<file path="config.mk">
export PLATFORM = sky130hd
export DESIGN_NAME = mm_sched_flat
export DESIGN_NICKNAME = d
export VERILOG_FILES = /design/src/rtl/mm_sched_if.sv /design/src/rtl/mm_sched.sv /design/src/flat_wrapper.sv
export SDC_FILE = /design/constraint.sdc
export NUM_CORES = 1
export LEC_CHECK = 0
export CELL_PAD_IN_SITES_DETAIL_PLACEMENT = 1
export CELL_PAD_IN_SITES_GLOBAL_PLACEMENT = 1
export CORE_MARGIN = 3
export CORE_UTILIZATION = 40
export CTS_CLUSTER_DIAMETER = 30
export DETAILED_ROUTE_END_ITERATION = 7
export PLACE_DENSITY = 0.86
export SLEW_MARGIN = 20
export SYNTH_ARGS = -nofsm -noshare
export SYNTH_HDL_FRONTEND = slang
export SYNTH_SLANG_ARGS = --single-unit
</file>
<file path="constraint.sdc">
create_clock -name clk -period 4.3 [get_ports clk]
set_input_delay 0.86 -clock clk [delete_from_list [all_inputs] [get_ports clk]]
set_output_delay 0.86 -clock clk [all_outputs]
set_load 0.005 [all_outputs]
</file>
<file path="src/rtl/mm_sched_if.sv">
// mm_sched_if: command, array-control and result-drain signals of the tile scheduler
interface mm_sched_if #(parameter int N = 8, parameter int KW = 8);
  logic          start;
  logic [KW-1:0] k_len;
  logic [3:0]    conf;
  logic          stall;
  logic          busy;
  logic          done;
  logic          err;
  logic          rd_en;
  logic [KW-1:0] rd_addr;
  logic          arr_enable;
  logic [3:0]    arr_conf;
  logic [N-1:0]  clear_vec;
  logic          out_valid;
  logic [2:0]    out_row;
  modport master (
    output start, k_len, conf, stall,
    input  busy, done, err, rd_en, rd_addr, arr_enable, arr_conf, clear_vec, out_valid, out_row
  );
  modport slave (
    input  start, k_len, conf, stall,
    output busy, done, err, rd_en, rd_addr, arr_enable, arr_conf, clear_vec, out_valid, out_row
  );
endinterface

</file>
<file path="src/rtl/mm_sched.sv">
// mm_sched: tile scheduler for the NxN systolic array; sequences operand reads, skewed row clears and result drain.
module mm_sched #(parameter int N = 8, parameter int KW = 8) (
  input logic       clk,
  input logic       reset,
  mm_sched_if.slave bus
);
  typedef enum logic [1:0] {IDLE, RUN, DRAIN, DONE} state_t;
  state_t        r_state, w_state;
  logic [KW:0]   r_c, w_c, r_k, w_k;
  logic          w_acc, w_hold, w_rd;
  logic [N-1:0]  w_clr;
  always_comb begin
    w_acc   = r_state == IDLE && bus.start && bus.k_len != '0;
    w_hold  = (r_state == RUN || r_state == DRAIN) && bus.stall;
    w_k     = w_acc ? {1'b0, bus.k_len} : r_k;
    w_state = w_hold ? r_state
            : r_state == IDLE  ? (w_acc ? RUN : IDLE)
            : r_state == RUN   ? (r_c == r_k + (KW+1)'(N-1) ? DRAIN : RUN)
            : r_state == DRAIN ? (r_c == (KW+1)'(N-1) ? DONE : DRAIN)
            : IDLE;
    w_c     = w_hold ? r_c
            : (w_state == r_state && r_state != IDLE) ? r_c + (KW+1)'(1) : '0;
    w_rd    = w_state == RUN && w_c < w_k;
    w_clr   = '0;
    // row i starts accumulating at step i and commits its sum at step K+i
    for (int i = 0; i < N; i++)
      w_clr[i] = w_state == RUN && (w_c == (KW+1)'(i) || w_c == w_k + (KW+1)'(i));
  end
  // outputs are registered from the next-state view, so they line up with the state they describe
  always_ff @(posedge clk) begin
    if (!reset) begin
      r_state        <= IDLE;
      r_c            <= '0;
      r_k            <= '0;
      bus.busy       <= 1'b0;
      bus.done       <= 1'b0;
      bus.err        <= 1'b0;
      bus.rd_en      <= 1'b0;
      bus.rd_addr    <= '0;
      bus.arr_enable <= 1'b0;
      bus.arr_conf   <= '0;
      bus.clear_vec  <= '0;
      bus.out_valid  <= 1'b0;
      bus.out_row    <= '0;
    end else begin
      r_state        <= w_state;
      r_c            <= w_c;
      r_k            <= w_k;
      if (w_acc) bus.arr_conf <= bus.conf;
      bus.busy       <= w_state == RUN || w_state == DRAIN;
      bus.done       <= w_state == DONE;
      bus.err        <= r_state == IDLE && bus.start && bus.k_len == '0;
      bus.arr_enable <= !w_hold && (w_state == RUN || w_state == DRAIN);
      bus.rd_en      <= !w_hold && w_rd;
      bus.clear_vec  <= w_hold ? '0 : w_clr;
      bus.out_valid  <= !w_hold && w_state == DRAIN;
      if (!w_hold) begin
        bus.rd_addr <= w_rd ? w_c[KW-1:0] : '0;
        bus.out_row <= w_state == DRAIN ? w_c[2:0] : '0;
      end
    end
  end
endmodule

</file>
<file path="src/flat_wrapper.sv">
// flat-port wrapper written by rule: the top's interface ports become plain ports
module mm_sched_flat 
#(parameter int N = 8, parameter int KW = 8)
  (clk, reset, bus_start, bus_k_len, bus_conf, bus_stall, bus_busy, bus_done, bus_err, bus_rd_en, bus_rd_addr, bus_arr_enable, bus_arr_conf, bus_clear_vec, bus_out_valid, bus_out_row);
  mm_sched_if #(.N(N), .KW(KW)) bus_i ();
  input logic clk;
  input logic reset;
  input wire logic [$bits(bus_i.start)-1:0] bus_start;
  input wire logic [$bits(bus_i.k_len)-1:0] bus_k_len;
  input wire logic [$bits(bus_i.conf)-1:0] bus_conf;
  input wire logic [$bits(bus_i.stall)-1:0] bus_stall;
  output wire logic [$bits(bus_i.busy)-1:0] bus_busy;
  output wire logic [$bits(bus_i.done)-1:0] bus_done;
  output wire logic [$bits(bus_i.err)-1:0] bus_err;
  output wire logic [$bits(bus_i.rd_en)-1:0] bus_rd_en;
  output wire logic [$bits(bus_i.rd_addr)-1:0] bus_rd_addr;
  output wire logic [$bits(bus_i.arr_enable)-1:0] bus_arr_enable;
  output wire logic [$bits(bus_i.arr_conf)-1:0] bus_arr_conf;
  output wire logic [$bits(bus_i.clear_vec)-1:0] bus_clear_vec;
  output wire logic [$bits(bus_i.out_valid)-1:0] bus_out_valid;
  output wire logic [$bits(bus_i.out_row)-1:0] bus_out_row;
  assign bus_i.start = bus_start;
  assign bus_i.k_len = bus_k_len;
  assign bus_i.conf = bus_conf;
  assign bus_i.stall = bus_stall;
  assign bus_busy = bus_i.busy;
  assign bus_done = bus_i.done;
  assign bus_err = bus_i.err;
  assign bus_rd_en = bus_i.rd_en;
  assign bus_rd_addr = bus_i.rd_addr;
  assign bus_arr_enable = bus_i.arr_enable;
  assign bus_arr_conf = bus_i.arr_conf;
  assign bus_clear_vec = bus_i.clear_vec;
  assign bus_out_valid = bus_i.out_valid;
  assign bus_out_row = bus_i.out_row;
  mm_sched #(.N(N), .KW(KW)) u_core (.clk(clk), .reset(reset), .bus(bus_i));
endmodule
</file>
==> results of run 1 <==
## path summary, 6_finish.rpt
path	start	to	slack, ns	depth (start not counted)
min	u_core.bus.arr_conf[2]	u_core.bus.arr_conf[2]	0.48	2
max	u_core.r_k[1]	u_core.bus.rd_addr[7]	0.18	21
max reg2reg	u_core.r_k[1]	u_core.bus.rd_addr[7]	0.18	21
min reg2reg	u_core.bus.arr_conf[2]	u_core.bus.arr_conf[2]	0.48	2
## worst max-delay path, stage by stage, from the launching register on
cell and delay [ns]:
dfxtp_2 0.36, inv_2 0.05, ha_4 0.16, nor2b_2 0.17, o221ai_1 0.18, nand3_1 0.14
o2111a_4 0.36, nor3_1 0.35, or3_4 0.23, inv_4 0.04, ha_1 0.29, nor2b_1 0.14
o21a_1 0.17, o21a_1 0.16, o21a_1 0.16, o21a_1 0.16, o21a_1 0.16, o21ai_1 0.13
nand2b_1 0.10, a211oi_4 0.25, buf_6 0.16, a22o_1 0.15
## through the flow
step	total power, mW	hold slack (ns)	worst slack (ns)	TNS (ns)	area [um^2]
finish	1.37	0.483	0.179	0	5500
global route	1.43	0.507	-0.00975	-0.0191	5500
CTS	1.35	0.487	0.0321	0	5420
detailed placement	1.02	0.456	-0.0844	-0.427	5270
global placement	0.995	0.447	0.0448	0	5270
floorplan	0.812	0.449	0.00375	0	4310
## layout make-up
| cell class | instances | area [um^2] |
|---|---|---|
| Clock buffer | 5 | 68.8 |
| Clock inverter | 3 | 28.8 |
| Fill cell | 1246 | 4870 |
| Inverter | 21 | 81.3 |
| Multi-Input combinational cell | 407 | 3170 |
| Sequential cell | 49 | 990 |
| Tap cell | 136 | 170 |
| Timing Repair Buffer | 116 | 988 |
## power breakdown
part | total (mW) | switching [mW] | internal, mW
clock network | 0.321 | 0.199 | 0.123
registers | 0.486 | 0.0145 | 0.471
logic | 0.563 | 0.317 | 0.246
total | 1.37 | 0.530 | 0.840
## cell families after synthesis
logic type | count (synthesis) | synth area share (%)
xor gates and xnor gates | 39 | 9.84
muxes | 14 | 3.29
buffers and inverters | 49 | 5.79
AOI/OAI and AO/OA | 128 | 24.0
and+or+nand+nor | 200 | 26.7
DFF | 49 | 22.8
adders and majority gates | 26 | 7.57
## flip-flops by register name, summed over array words and instances, names as in the netlist, 2 cells and up
register / flops
u_core.bus.rd_addr: 8
u_core.bus.arr_conf: 4
u_core.r_k: 9
u_core.bus.out_row: 3
u_core.bus.clear_vec: 8
u_core.r_state: 2
u_core.r_c: 9
## layer usage
| layer | GRT usage, % | routed length, um | vias to the layer above |
|---|---|---|---|
| met5 | 0 | 0 | - |
| met2 | 44.3 | 7840 | 222 |
| met1 | 36.1 | 7010 | 2248 |
| met3 | 5.11 | 1170 | 68 |
| li1 | - | - | 2055 |
| met4 | 11.0 | 677 | 0 |
## layout by cell type (no fill, tap or decap), types with 6 or more instances in the layout
| master | instances |
|---|---|
| a21oi_1 | 19 |
| a22o_1 | 8 |
| o21a_1 | 6 |
| nand4_1 | 9 |
| nor2_1 | 28 |
| xor2_1 | 12 |
| buf_4 | 70 |
| o21ai_1 | 7 |
| nand3_1 | 15 |
| mux2i_1 | 13 |
| nor4_1 | 6 |
| nand2_1 | 37 |
| nor2b_1 | 13 |
| and2_1 | 19 |
| xnor2_1 | 21 |
| o21ai_0 | 9 |
| dfxtp_2 | 7 |
| nor3_1 | 15 |
| and3_1 | 10 |
| inv_1 | 14 |
| clkdlybuf4s50_1 | 44 |
| ha_1 | 22 |
| dfxtp_1 | 42 |
## timing repair
item,4_1_cts,5_1_grt
pin swaps,3,11
buffers inserted,1,2
hold endpoints to repair,0,0
resized for setup,9,23
endpoints found under the setup margin,8,10
==> flow_summary.json, run 1 <==
{
  "setup_viol": 0,
  "drive_gt1_share_pct": 24.1,
  "synth_edf_count": 0,
  "synth_async_sr_flop_share_pct": 0,
  "slew_headroom_pct": 49.7,
  "drt_iter0_drc": 470,
  "htreeDepth": 2,
  "yosys.area.top_type_share_pct": 22.8,
  "fin_cells": 737,
  "place_inst": 726,
  "grt_pass1_vias": 4723,
  "finalCriticalPeriod_ns": 4.12,
  "finalCritPeriodShare_pct": 95.8,
  "ys_types": 91,
  "yosysMostFrequentCell": "dfxtp_1",
  "cts.clk_slew.worst_paths_ns": 0.12,
  "clkLatencyLatePin_ns": 0.32,
  "ir_drop_v": 0.000143,
  "p_leak_nw": 2.22,
  "ys.flop_type": "dfxtp_1",
  "syn-cell-area_um2": 4300,
  "syn2layout_area_growth_pct": 27.8,
  "synth_common_cells": "dfxtp_1 (49), nand2_1 (37), nor2_1 (29)",
  "die_w_um": 110,
  "cts_inserted_buffers": 5,
  "vias": 4593,
  "antenna_found_initial": 0,
  "cp_data_arrival_time_ns": 4.39,
  "hold_viol": 0,
  "avgSynthCellArea_um2": 8.51,
  "yosysSeqAreaShare_pct": 22.8,
  "wl_per_cell_um": 22.7,
  "grt_usage_pct": 27.4,
  "io_pins": 45,
  "yosysTopAreaCell": "dfxtp_1",
  "first_pass_iters": 5,
  "ys_ff_latch": 49,
  "antenna_left": 0,
  "start_kind": "register",
  "critPathCaptureType": "register",
  "cts_root_buf": "clkbuf_8",
  "drc": 0,
  "vias_per_cell": 6.23,
  "rows": 37,
  "diodes": 0,
  "grt_max_degree": 31,
  "drv_slew": 0,
  "final_nets": 642,
  "clock-sinks": 49,
  "worstSetupPathType": "reg -> reg",
  "port_buffers": 44,
  "grt_pass1_wl_um": 25400,
  "core_um2": 10400,
  "cts_tree": "built",
  "cts_hold_buf": 0,
  "critPathMaxFanout": 7,
  "die_area_um2": 12000,
  "tightestPinTransition_ns": 0.755,
  "synth_warnings": 0,
  "overflow": 0,
  "max_cap_viol_count": 0,
  "power_density_nw_per_um2": 249,
  "synthCells": 505,
  "clock_tree.buffer_depth": 2,
  "start_util_pct": 41.5,
  "dpl.hpwl_um": 12500,
  "worst_ep_required_time_ns": 4.56,
  "gp_congestion": 0.933,
  "hold_class": "reg -> reg",
  "syn_nets": 547,
  "fin_skew_ns": 0.0175,
  "max_freq_mhz": 243,
  "synth.area.top_cells": "dfxtp_1 (23%), ha_1 (7.6%), xnor2_1 (4.3%)",
  "final_core_util_pct": 53.0,
  "status": "completed",
  "die_h_um": 110,
  "totalWireLength_um": 16700
}
Note: power is estimated with default switching activity, not from simulation.
==> run 2, diff against run 1 <==
--- a/config.mk
+++ b/config.mk
@@ -5,13 +5,14 @@
 export SDC_FILE = /design/constraint.sdc
 export NUM_CORES = 1
 export LEC_CHECK = 0
+export ABC_AREA = 1
 export CELL_PAD_IN_SITES_DETAIL_PLACEMENT = 1
 export CELL_PAD_IN_SITES_GLOBAL_PLACEMENT = 1
 export CORE_MARGIN = 3
 export CORE_UTILIZATION = 40
 export CTS_CLUSTER_DIAMETER = 30
 export DETAILED_ROUTE_END_ITERATION = 7
-export PLACE_DENSITY = 0.86
+export PLACE_DENSITY = 0.89
 export SLEW_MARGIN = 20
 export SYNTH_ARGS = -nofsm -noshare
 export SYNTH_HDL_FRONTEND = slang
==> constraint.sdc (replaced) <==
create_clock -name clk -period 4.02 [get_ports clk]
set_input_delay 0.804 -clock clk [delete_from_list [all_inputs] [get_ports clk]]
set_output_delay 0.804 -clock clk [all_outputs]
set_load 0.005 [all_outputs]
==> run 2 against run 1 <==
Utilization is 3.4 points lower. Final area is 5.9% lower. Sequential cell count stayed put. Setup slack worse by 0.012 ns. Register-to-register slack better by 0.05 ns. Sequential share of layout area is 0.96 points higher. First-iteration DRC count is 53% lower. Sequential power is 22% higher. Cell count is 24% higher. Count of clock-buffer cells in the layout stayed put.
==> flow_summary.json, run 2 <==
{
  "status": "completed",
  "final_nets": 819,
  "power_density_nw_per_um2": 536,
  "synthMuxAreaShare_pct": 0,
  "core_um2": 10400,
  "vias_per_cell": 5.40,
  "dpl.hpwl_um": 12900,
  "synth_warnings": 0,
  "p_int_mw": 1.31,
  "diodes": 0,
  "combPwrFrac_pct": 67.1,
  "cp_data_arrival_time_ns": 4.08,
  "power_switching_share_pct": 52.6,
  "drt_iter0_drc": 221,
  "yosysSeqAreaShare_pct": 22.7,
  "fin_skew_ns": 0.0141,
  "synth_async_sr_flop_share_pct": 0,
  "grt_max_degree": 34,
  "first_pass_iters": 5,
  "ir_drop_v": 0.000181,
  "syn2layout_area_growth_pct": 19.7,
  "setup_tns_ns": 0,
  "rows": 37,
  "totalWireLength_um": 16300,
  "synth_top_family_by_area": "simple AND/OR/NAND/NOR gates",
  "gp_congestion": 0.961,
  "clockPowerShare_pct": 11.5,
  "critPathCaptureType": "register",
  "clock_tree.buffer_depth": 2,
  "postPlaceCellArea_um2": 5060,
  "finalCriticalPeriod_ns": 3.85,
  "cts_inserted_buffers": 5,
  "synthCells": 709,
  "setup_slack_ns": 0.167,
  "finalCritPeriodShare_pct": 95.8,
  "die_area_um2": 12100,
  "place_inst": 906,
  "setup_viol": 0,
  "overflow": 0,
  "antenna_found_initial": 0,
  "max_freq_mhz": 260,
  "critPathMaxFanout": 12,
  "slew_headroom_pct": 54.1,
  "die_w_um": 110,
  "hold_class": "reg -> reg",
  "largestRegisters": "u_core.r_c x9, u_core.r_k x9",
  "ys_ff_latch": 49,
  "cts.clk_slew.worst_paths_ns": 0.10,
  "cts_hold_buf": 0,
  "synth.area.top_cells": "dfxtp_1 (23%), nand2_1 (19%), xor2_1 (9.3%)",
  "io_pins": 45,
  "antenna_left": 0,
  "nFillCells": 1447,
  "ys.flop_type": "dfxtp_1",
  "start_util_pct": 41.5,
  "clock-sinks": 49,
  "synth_compound_area_share_pct": 8.46,
  "drv_slew": 0,
  "vias": 4932,
  "clkLatencyLatePin_ns": 0.32,
  "avgSynthCellArea_um2": 6.09,
  "worst_ep_required_time_ns": 4.25,
  "port_buffers": 44,
  "yosysTopAreaCell": "dfxtp_1",
  "whs_ns": 0.480,
  "yosysMostFrequentCell": "nand2_1",
  "p_leak_nw": 2.59,
  "final_common_cell": "nand2_1",
  "die_h_um": 110,
  "synth-adder-area-share_pct": 7.53,
  "ys_types": 38,
  "cts_tree": "built",
  "final_cell_mix": "nand2_1 (223), inv_1 (91), nor2_1 (88), nand3_1 (50), dfxtp_1 (49)",
  "syn_nets": 751,
  "yosys.area_share.simple_pct": 40.7,
  "grt_pass1_vias": 5277,
  "htreeDepth": 2,
  "worstSetupPathType": "in -> reg",
  "synth-xor-area-share_pct": 9.33,
  "max_cap_viol_count": 0,
  "hold_viol": 0,
  "ctsResizeCount": 0,
  "design_area_um2": 5170,
  "drc": 0,
  "p_sw_mw": 1.46,
  "wl_per_cell_um": 17.8,
  "seq_area_um2": 981,
  "yosys.area.top_type_share_pct": 22.7,
  "grt_pass1_wl_um": 26200,
  "multi_input_area_um2": 2870,
  "cts_root_buf": "clkbuf_8",
  "synth_edf_count": 0,
  "syn-cell-area_um2": 4320,
  "drive_gt1_share_pct": 9.64,
  "grt_usage_pct": 27.9,
  "start_kind": "primary input",
  "post_cts_buffers": 0,
  "synth_common_cells": "nand2_1 (223), inv_1 (91), nor2_1 (89)",
  "seqPwrFrac_pct": 21.5,
  "tightestPinTransition_ns": 0.686,
  "fin_cells": 914,
  "post-place-ws_ns": -0.228
}
## run 2: changes by cell type after synthesis, sizes merged, moves of 10 or more
cell and delta:
and2 -21, and3 -10, inv +82, mux2i -13, nand2 +195, nand3 +36
nor2 +65, nor2b -14, o21ai +19, xnor2 -22, xor2 +33
## run 2: kinds of logic (layout without fill, tap and decap cells)
| group | Yosys count | count (layout) |
|---|---|---|
| AO/OA/AOI/OAI | 63 | 63 |
| AND/OR/NAND/NOR | 409 | 409 |
| buffers and inverters | 116 | 185 |
| flip-flops | 49 | 49 |
| XOR/XNOR | 46 | 46 |
| adder cells (fa/ha/maj) | 26 | 26 |
## run 2: final timing paths
path | start | endpoint | slack, ns | depth (start not counted)
setup reg to reg | u_core.r_k[0] | u_core.bus.rd_addr[3] | 0.23 | 23
setup / recovery | bus_k_len[5] | u_core.bus.rd_addr[3] | 0.17 | 20
hold reg to reg | u_core.bus.rd_addr[5] | u_core.bus.rd_addr[5] | 0.48 | 2
hold / removal | u_core.bus.rd_addr[5] | u_core.bus.rd_addr[5] | 0.48 | 2
## run 2: layout make-up
type	instances	share of cell area (%)
Clock buffer	5	1.33
Clock inverter	3	0.508
Inverter	102	7.41
Multi-Input combinational cell	544	55.5
Sequential cell	49	19.0
Tap cell	136	3.29
Timing Repair Buffer	75	13.0
## run 2: layer usage
metal	GRT usage (%)	up-vias	routed length, um
met4	14.2	0	755
met1	31.8	2371	6500
li1	-	2333	-
met5	0	-	0
met3	3.82	64	847
met2	50.3	164	8170
## run 2: critical path, cell delays in order
cell	delay (ns)
clkdlybuf4s50_1	0.45
nor2_1	0.14
nand4_1	0.18
nand2_4	0.18
inv_1	0.09
nor2_2	0.14
nand2_1	0.10
nand3_1	0.10
nand3_1	0.16
nand2_4	0.21
nand2_2	0.09
inv_2	0.09
ha_1	0.27
a21oi_1	0.14
o21ai_0	0.10
nand2_1	0.09
o2111ai_1	0.16
nor3_2	0.22
inv_1	0.15
o21ai_0	0.21
## run 2: power by group through the flow
stage               logic (mW)  clock network (mW)  registers, mW
global placement          1.71                   0          0.601
finish                    1.86               0.317          0.595
CTS                       1.82               0.319          0.594
floorplan                 1.24                   0          0.597
global route              2.05               0.337          0.602
detailed placement        1.81                   0          0.605
## run 2: metrics by stage
step | total power, mW | util (%)
2_1_floorplan | 1.84 | -
3_5_place_dp | 2.41 | 48.6
4_1_cts | 2.73 | 49.5
3_3_place_gp | 2.31 | 48.6
5_1_grt | 2.99 | 49.6
6_report | 2.77 | 49.6
==> patch 1, RTL diff (config.mk and constraints of run 2) <==
`KW` is set to 8 in 3 places; all go to 9.
--- a/src/rtl/mm_sched_if.sv
+++ b/src/rtl/mm_sched_if.sv
@@ -1,5 +1,5 @@
 // mm_sched_if: command, array-control and result-drain signals of the tile scheduler
-interface mm_sched_if #(parameter int N = 8, parameter int KW = 8);
+interface mm_sched_if #(parameter int N = 8, parameter int KW = 9);
   logic          start;
   logic [KW-1:0] k_len;
   logic [3:0]    conf;
--- a/src/rtl/mm_sched.sv
+++ b/src/rtl/mm_sched.sv
@@ -1,5 +1,5 @@
 // mm_sched: tile scheduler for the NxN systolic array; sequences operand reads, skewed row clears and result drain.
-module mm_sched #(parameter int N = 8, parameter int KW = 8) (
+module mm_sched #(parameter int N = 8, parameter int KW = 9) (
   input logic       clk,
   input logic       reset,
   mm_sched_if.slave bus
--- a/src/flat_wrapper.sv
+++ b/src/flat_wrapper.sv
@@ -1,6 +1,6 @@
 // flat-port wrapper written by rule: the top's interface ports become plain ports
 module mm_sched_flat 
-#(parameter int N = 8, parameter int KW = 8)
+#(parameter int N = 8, parameter int KW = 9)
   (clk, reset, bus_start, bus_k_len, bus_conf, bus_stall, bus_busy, bus_done, bus_err, bus_rd_en, bus_rd_addr, bus_arr_enable, bus_arr_conf, bus_clear_vec, bus_out_valid, bus_out_row);
   mm_sched_if #(.N(N), .KW(KW)) bus_i ();
   input logic clk;
Interface: changed (resized bus_k_len and bus_rd_addr); port bits go from 45 to 47. The function was not compared with the original's and may differ.
==> patch 1 against run 2 <==
The flow now finishes with violations (setup timing); worst hold slack got worse by 6.5 ps; final cell count increased by 15%; total power increased by 17%; non-clock buffer count increased by 28; setup slack got worse by 260 ps; sequential cell count increased by 3; critical endpoint unchanged; routed wire length increased by 30%; first-iteration DRC count increased by 130%; area after synthesis increased by 12%; fmax decreased by 6.3%; via count increased by 18%; critical path depth increased by 3; sequential power increased by 6.2%; largest power group unchanged; design area increased by 18%.
==> patch 1: results (changes against run 2) <==
status finished with violations; failing checks setup timing; Skew-Pair Late Insertion Delay 310 ps; clock root cell clkbuf_16; top post-synthesis cells by area dfxtp_1 22%, nand2_1 20%, nand3_1 8.6%; synth cell count leaders 257 x nand2_1, 104 x nor2_1, 102 x inv_1; Top delay family on crit path simple AND/OR/NAND/NOR gates; vias 5842 (+18%); first-pass GRT wire length 29920 µm (+14%); Clock Skews 4.345 ps (-9.706 ps); WHS 473.6 ps (-6.458 ps); biggest regs u_core.r_c x10, u_core.r_k x10, u_core.bus.rd_addr x9; Fillers 1611 (+11%); Netlist cell types 39 (+2.6%); Peak supply drop 247.8 µV (+37%); largest net degree at the start of global routing 33 (-2.9%); hold path endpoint u_core.bus.out_row[2]; vias in the first global route 5916 (+12%); Post-Synth Adder-Cell Area 0.06980 (-0.005537); crit-path max FO 8 (-4); Total Nets Final 952 (+16%); post-synthesis sequential area ratio 0.2151 (-0.01208); Post-Place Setup Slack -199.2 ps (+28.27 ps); setup TNS -796.6 ps (-796.6 ps); final worst setup slack -93.60 ps (-260.9 ps); post-DP HPWL 14440 µm (+12%); placed instance area 5690 µm² (+13%); PortBufs 46 (+4.5%); routed len/inst 20.03 µm (+13%); Reg clk slew, reported paths 70 ps (-30 ps); Final GP Congestion 0.9339 (-2.9%); Starting DRT DRC Count 511 (+130%); endpoints failing setup 10 (+10); syn nets 858 (+14%); cells after synthesis 814 (+15%); total track usage 0.2866 (+0.007584); Synth Area in Compound Gates 0.07084 (-0.01378); Critical Path AT 4350 ps (+270 ps); Leak Pwr 3.110 nW (+20%); share of cells above drive strength 1 0.1419 (+0.04551); R2R depth 26 (+13%); mux share of post-synthesis cell area 0 (unchanged); WHS Path Cells 2 (unchanged); Hold WC Path Type register to register; min-delay src u_core.bus.out_row[2]; r2r setup slk 50 ps (-180 ps); XOR/XNOR share of the synthesized area 0.08325 (-0.01006); worst-margin pin slew 704.9 ps (+18.60 ps)
## patch 1: cell count changes in the layout (fill, tap and decap cells not counted), moves of 6 or more
cell,before,now
xnor2_1,0,11
xor2_1,46,35
inv_1,91,98
nand2_1,223,255
nand2_2,4,11
nor2_1,88,102
buf_4,31,54
nand3_1,50,81
o21ai_2,4,12
o21ai_0,30,22
nor2_4,0,6
## patch 1: per-layer routing
metal	GRT usage	wire, µm	share of wire	up-vias
met1	0.3431	8594	0.41	2815
met5	0	0	0	-
li1	-	-	-	2727
met2	0.5013	10520	0.50	234
met3	0.02977	1067	0.051	66
met4	0.1555	889	0.042	0
## patch 1: cell type report
type                    instances  area (µm²)  area share
multi-input cells             630        3368      0.5533
flip-flops and latches         52        1042      0.1712
repair buffers                103       908.4      0.1492
inverters                     116       439.2     0.07215
well taps                     143       178.9     0.02939
clock buffers                   5       125.1     0.02055
clock inverters                 3       25.02    0.004111
## patch 1: stage by stage
step           power, W  std cells
2_1_floorplan  0.001896        814
3_3_place_gp   0.002415       1029
3_5_place_dp   0.002484       1029
4_1_cts        0.002956       1037
5_1_grt        0.003452       1052
6_report       0.003240       1052
## patch 1: timing repair
action                                  CTS  global route
setup buffers                             0            14
resized for setup                         1            39
endpoints found under the setup margin    3            12
pin swaps                                 0            14
cloned                                    0             1
## patch 1: power breakdown
group	switching (W)	internal, W	leakage (nW)	total, W
registers	0.0000520	0.000580	0.423	0.000632
logic	0.00139	0.000765	2.62	0.00216
clock network	0.000216	0.000236	0.0708	0.000452
total	0.00166	0.00158	3.11	0.00324
==> patch 2, RTL diff (settings of run 2) <==
Made on the original files. Take the reset off `r_c` and `r_k` and load them in a clocked block of their own.
--- a/src/rtl/mm_sched.sv
+++ b/src/rtl/mm_sched.sv
@@ -30,8 +30,6 @@
   always_ff @(posedge clk) begin
     if (!reset) begin
       r_state        <= IDLE;
-      r_c            <= '0;
-      r_k            <= '0;
       bus.busy       <= 1'b0;
       bus.done       <= 1'b0;
       bus.err        <= 1'b0;
@@ -44,8 +42,6 @@
       bus.out_row    <= '0;
     end else begin
       r_state        <= w_state;
-      r_c            <= w_c;
-      r_k            <= w_k;
       if (w_acc) bus.arr_conf <= bus.conf;
       bus.busy       <= w_state == RUN || w_state == DRAIN;
       bus.done       <= w_state == DONE;
@@ -60,5 +56,10 @@
       end
     end
   end
+
+  always_ff @(posedge clk) begin
+    r_c <= w_c;
+    r_k <= w_k;
+  end
 endmodule
 
Behaviour: same outputs for any inputs over 10 cycles, from zero or initial values and one cycle with reset low; that may be too few to reach the edited logic, so the function may still have changed.
==> patch 2 against run 2 <==
Sequential cell count is the same; setup slack gained 150 ps; register-to-register slack gained 120 ps; largest power group unchanged; total power grew 29%; sequential power grew 11%; routed wire length shrank 1.8%; design area grew 0.56%; area after synthesis shrank 0.26%.
==> patch 2: results (changes against run 2) <==
initial antenna violation count 0 (unchanged); clock root cell clkbuf_8; Hold WC Path Type register to register; first-pass GRT wire length 25460 µm (-2.8%); top post-synthesis cells by area dfxtp_1 23%, nand2_1 20%, inv_1 9.2%; Netlist cell types 37 (-2.6%); Int Power 0.001602 W (+22%); total track usage 0.2734 (-0.005588); Async SR Flop Fraction 0 (unchanged); yosys warns 0 (unchanged); Fillers 1436 (-0.76%); Skew-Pair Late Insertion Delay 310 ps; Top delay family on crit path simple AND/OR/NAND/NOR gates; biggest regs u_core.r_c x9, u_core.r_k x9; H-tree Lvls 2 (unchanged); CTS max path bufs 2 (unchanged); Leak Pwr 2.680 nW (+3.3%); crit-path max cell delay 400 ps (-50 ps); min-delay src u_core.bus.out_row[2]; TritonRoute pass-1 iters 5 (unchanged); slowest CP cell clkdlybuf4s50_1; syn nets 748 (-0.40%); Clock Skews 8.719 ps (-5.331 ps); antenna cells 0 (unchanged); WL final 15980 µm (-1.8%); Critical Path AT 3920 ps (-160 ps); DR vias/cell 5.278 (-2.2%); reg-to-reg startpoint u_core.r_k[0]; Starting DRT DRC Count 265 (+20%); Final GP Congestion 1.002 (+4.2%); status finished clean; post-synthesis sequential area ratio 0.2278 (+0.0005940); Peak supply drop 272.6 µV (+51%); post-DP HPWL 13100 µm (+1.6%); Total Nets Final 821 (+0.24%); crit path to u_core.bus.rd_addr[1]; R2R depth 22 (-4.3%); share of cells above drive strength 1 0.1064 (+0.01001); synth cell count leaders 234 x nand2_1, 105 x inv_1, 67 x nor2_1; crit-path max FO 9 (-3); cts bufs inserted 5 (unchanged); largest net degree at the start of global routing 31 (-8.8%); r2r setup slk 350 ps (+120 ps); Reg clk slew, reported paths 100 ps (about the same); vias in the first global route 5001 (-5.2%); relative slew slack 0.5623 (+0.02155); Crit. Startpoint bus_k_len[0]; PortBufs 44 (unchanged)
## patch 2: how the worst min path moves through the flow
stage	to	slack, ps	depth (start not counted)
6_report	u_core.bus.out_row[2]	490	2
4_1_cts	u_core.bus.rd_addr[6]	490	2
3_3_place_gp	u_core.bus.rd_addr[3]	450	2
2_1_floorplan	u_core.bus.out_row[2]	450	2
3_5_place_dp	u_core.bus.rd_addr[6]	460	2
5_1_grt	u_core.bus.out_row[2]	510	2
## patch 2: per-layer routing
metal | part of all wire | global-route usage | up-vias
met5 | 0 | 0 | -
met2 | 0.50 | 0.4935 | 151
met3 | 0.045 | 0.02936 | 39
met4 | 0.035 | 0.1104 | 0
met1 | 0.42 | 0.3287 | 2303
li1 | - | - | 2342
## patch 2: per-stage QoR
step	power, W	setup WS (ps)	area (µm²)	cells	TNS, ps
finish	0.003566	316.1	5199	916	0
global route	0.003866	-20.50	5199	916	-24.85
CTS	0.003505	24.73	5170	916	0
detailed placement	0.003185	-268.5	5075	908	-1856
global placement	0.003073	56.23	5075	908	0
floorplan	0.002363	659.1	4307	706	0
## patch 2: cell type report
cell class | instances | area (µm²) | area share
flip-flops and latches | 49 | 980.9 | 0.1887
multi-input cells | 536 | 2851 | 0.5485
well taps | 136 | 170.2 | 0.03273
inverters | 110 | 412.9 | 0.07942
repair buffers | 77 | 688.2 | 0.1324
clock buffers | 5 | 68.82 | 0.01324
clock inverters | 3 | 26.28 | 0.005054
## patch 2: power groups by stage
stage	combinational, W	clock, W	sequential (W)
3_3_place_gp	0.00241	0	0.000662
6_report	0.00259	0.000320	0.000659
2_1_floorplan	0.00172	0	0.000641
3_5_place_dp	0.00252	0	0.000669
4_1_cts	0.00253	0.000315	0.000656
5_1_grt	0.00286	0.000337	0.000668
## patch 2: cells by family (layout without fill, tap and decap cells)
family	Yosys count	after routing	share of synthesized area
AOI/OAI and AO/OA	59	59	0.07903
DFF	49	49	0.2278
and+or+nand+nor	410	410	0.4175
xor gates and xnor gates	41	41	0.08338
buffers and inverters	121	195	0.1168
adders and majority gates	26	26	0.07554
## patch 2: timing repair
item                                    4_1_cts  5_1_grt
gates resized for setup                       0        9
setup buffers                                 0        0
hold buffers                                  0        0
endpoints found under the setup margin        0       11
## patch 2: worst reg2reg max path: stages, from the launching register on
cell and delay [ps]:
dfxtp_1 410, inv_1 140, ha_1 240, nand2_1 170, nand2_1 130, nand2_1 70, nand2_1 60, nor3_2 180
nand2_1 120, nand2_1 110, nand3_1 150, nand3_2 180, nand2_8 120, nand2_2 90, inv_1 90, ha_1 300
nand2_1 100, nor2_1 160, nand4_1 100, o2111ai_1 240, nor3_2 80, buf_4 150, a22o_1 180
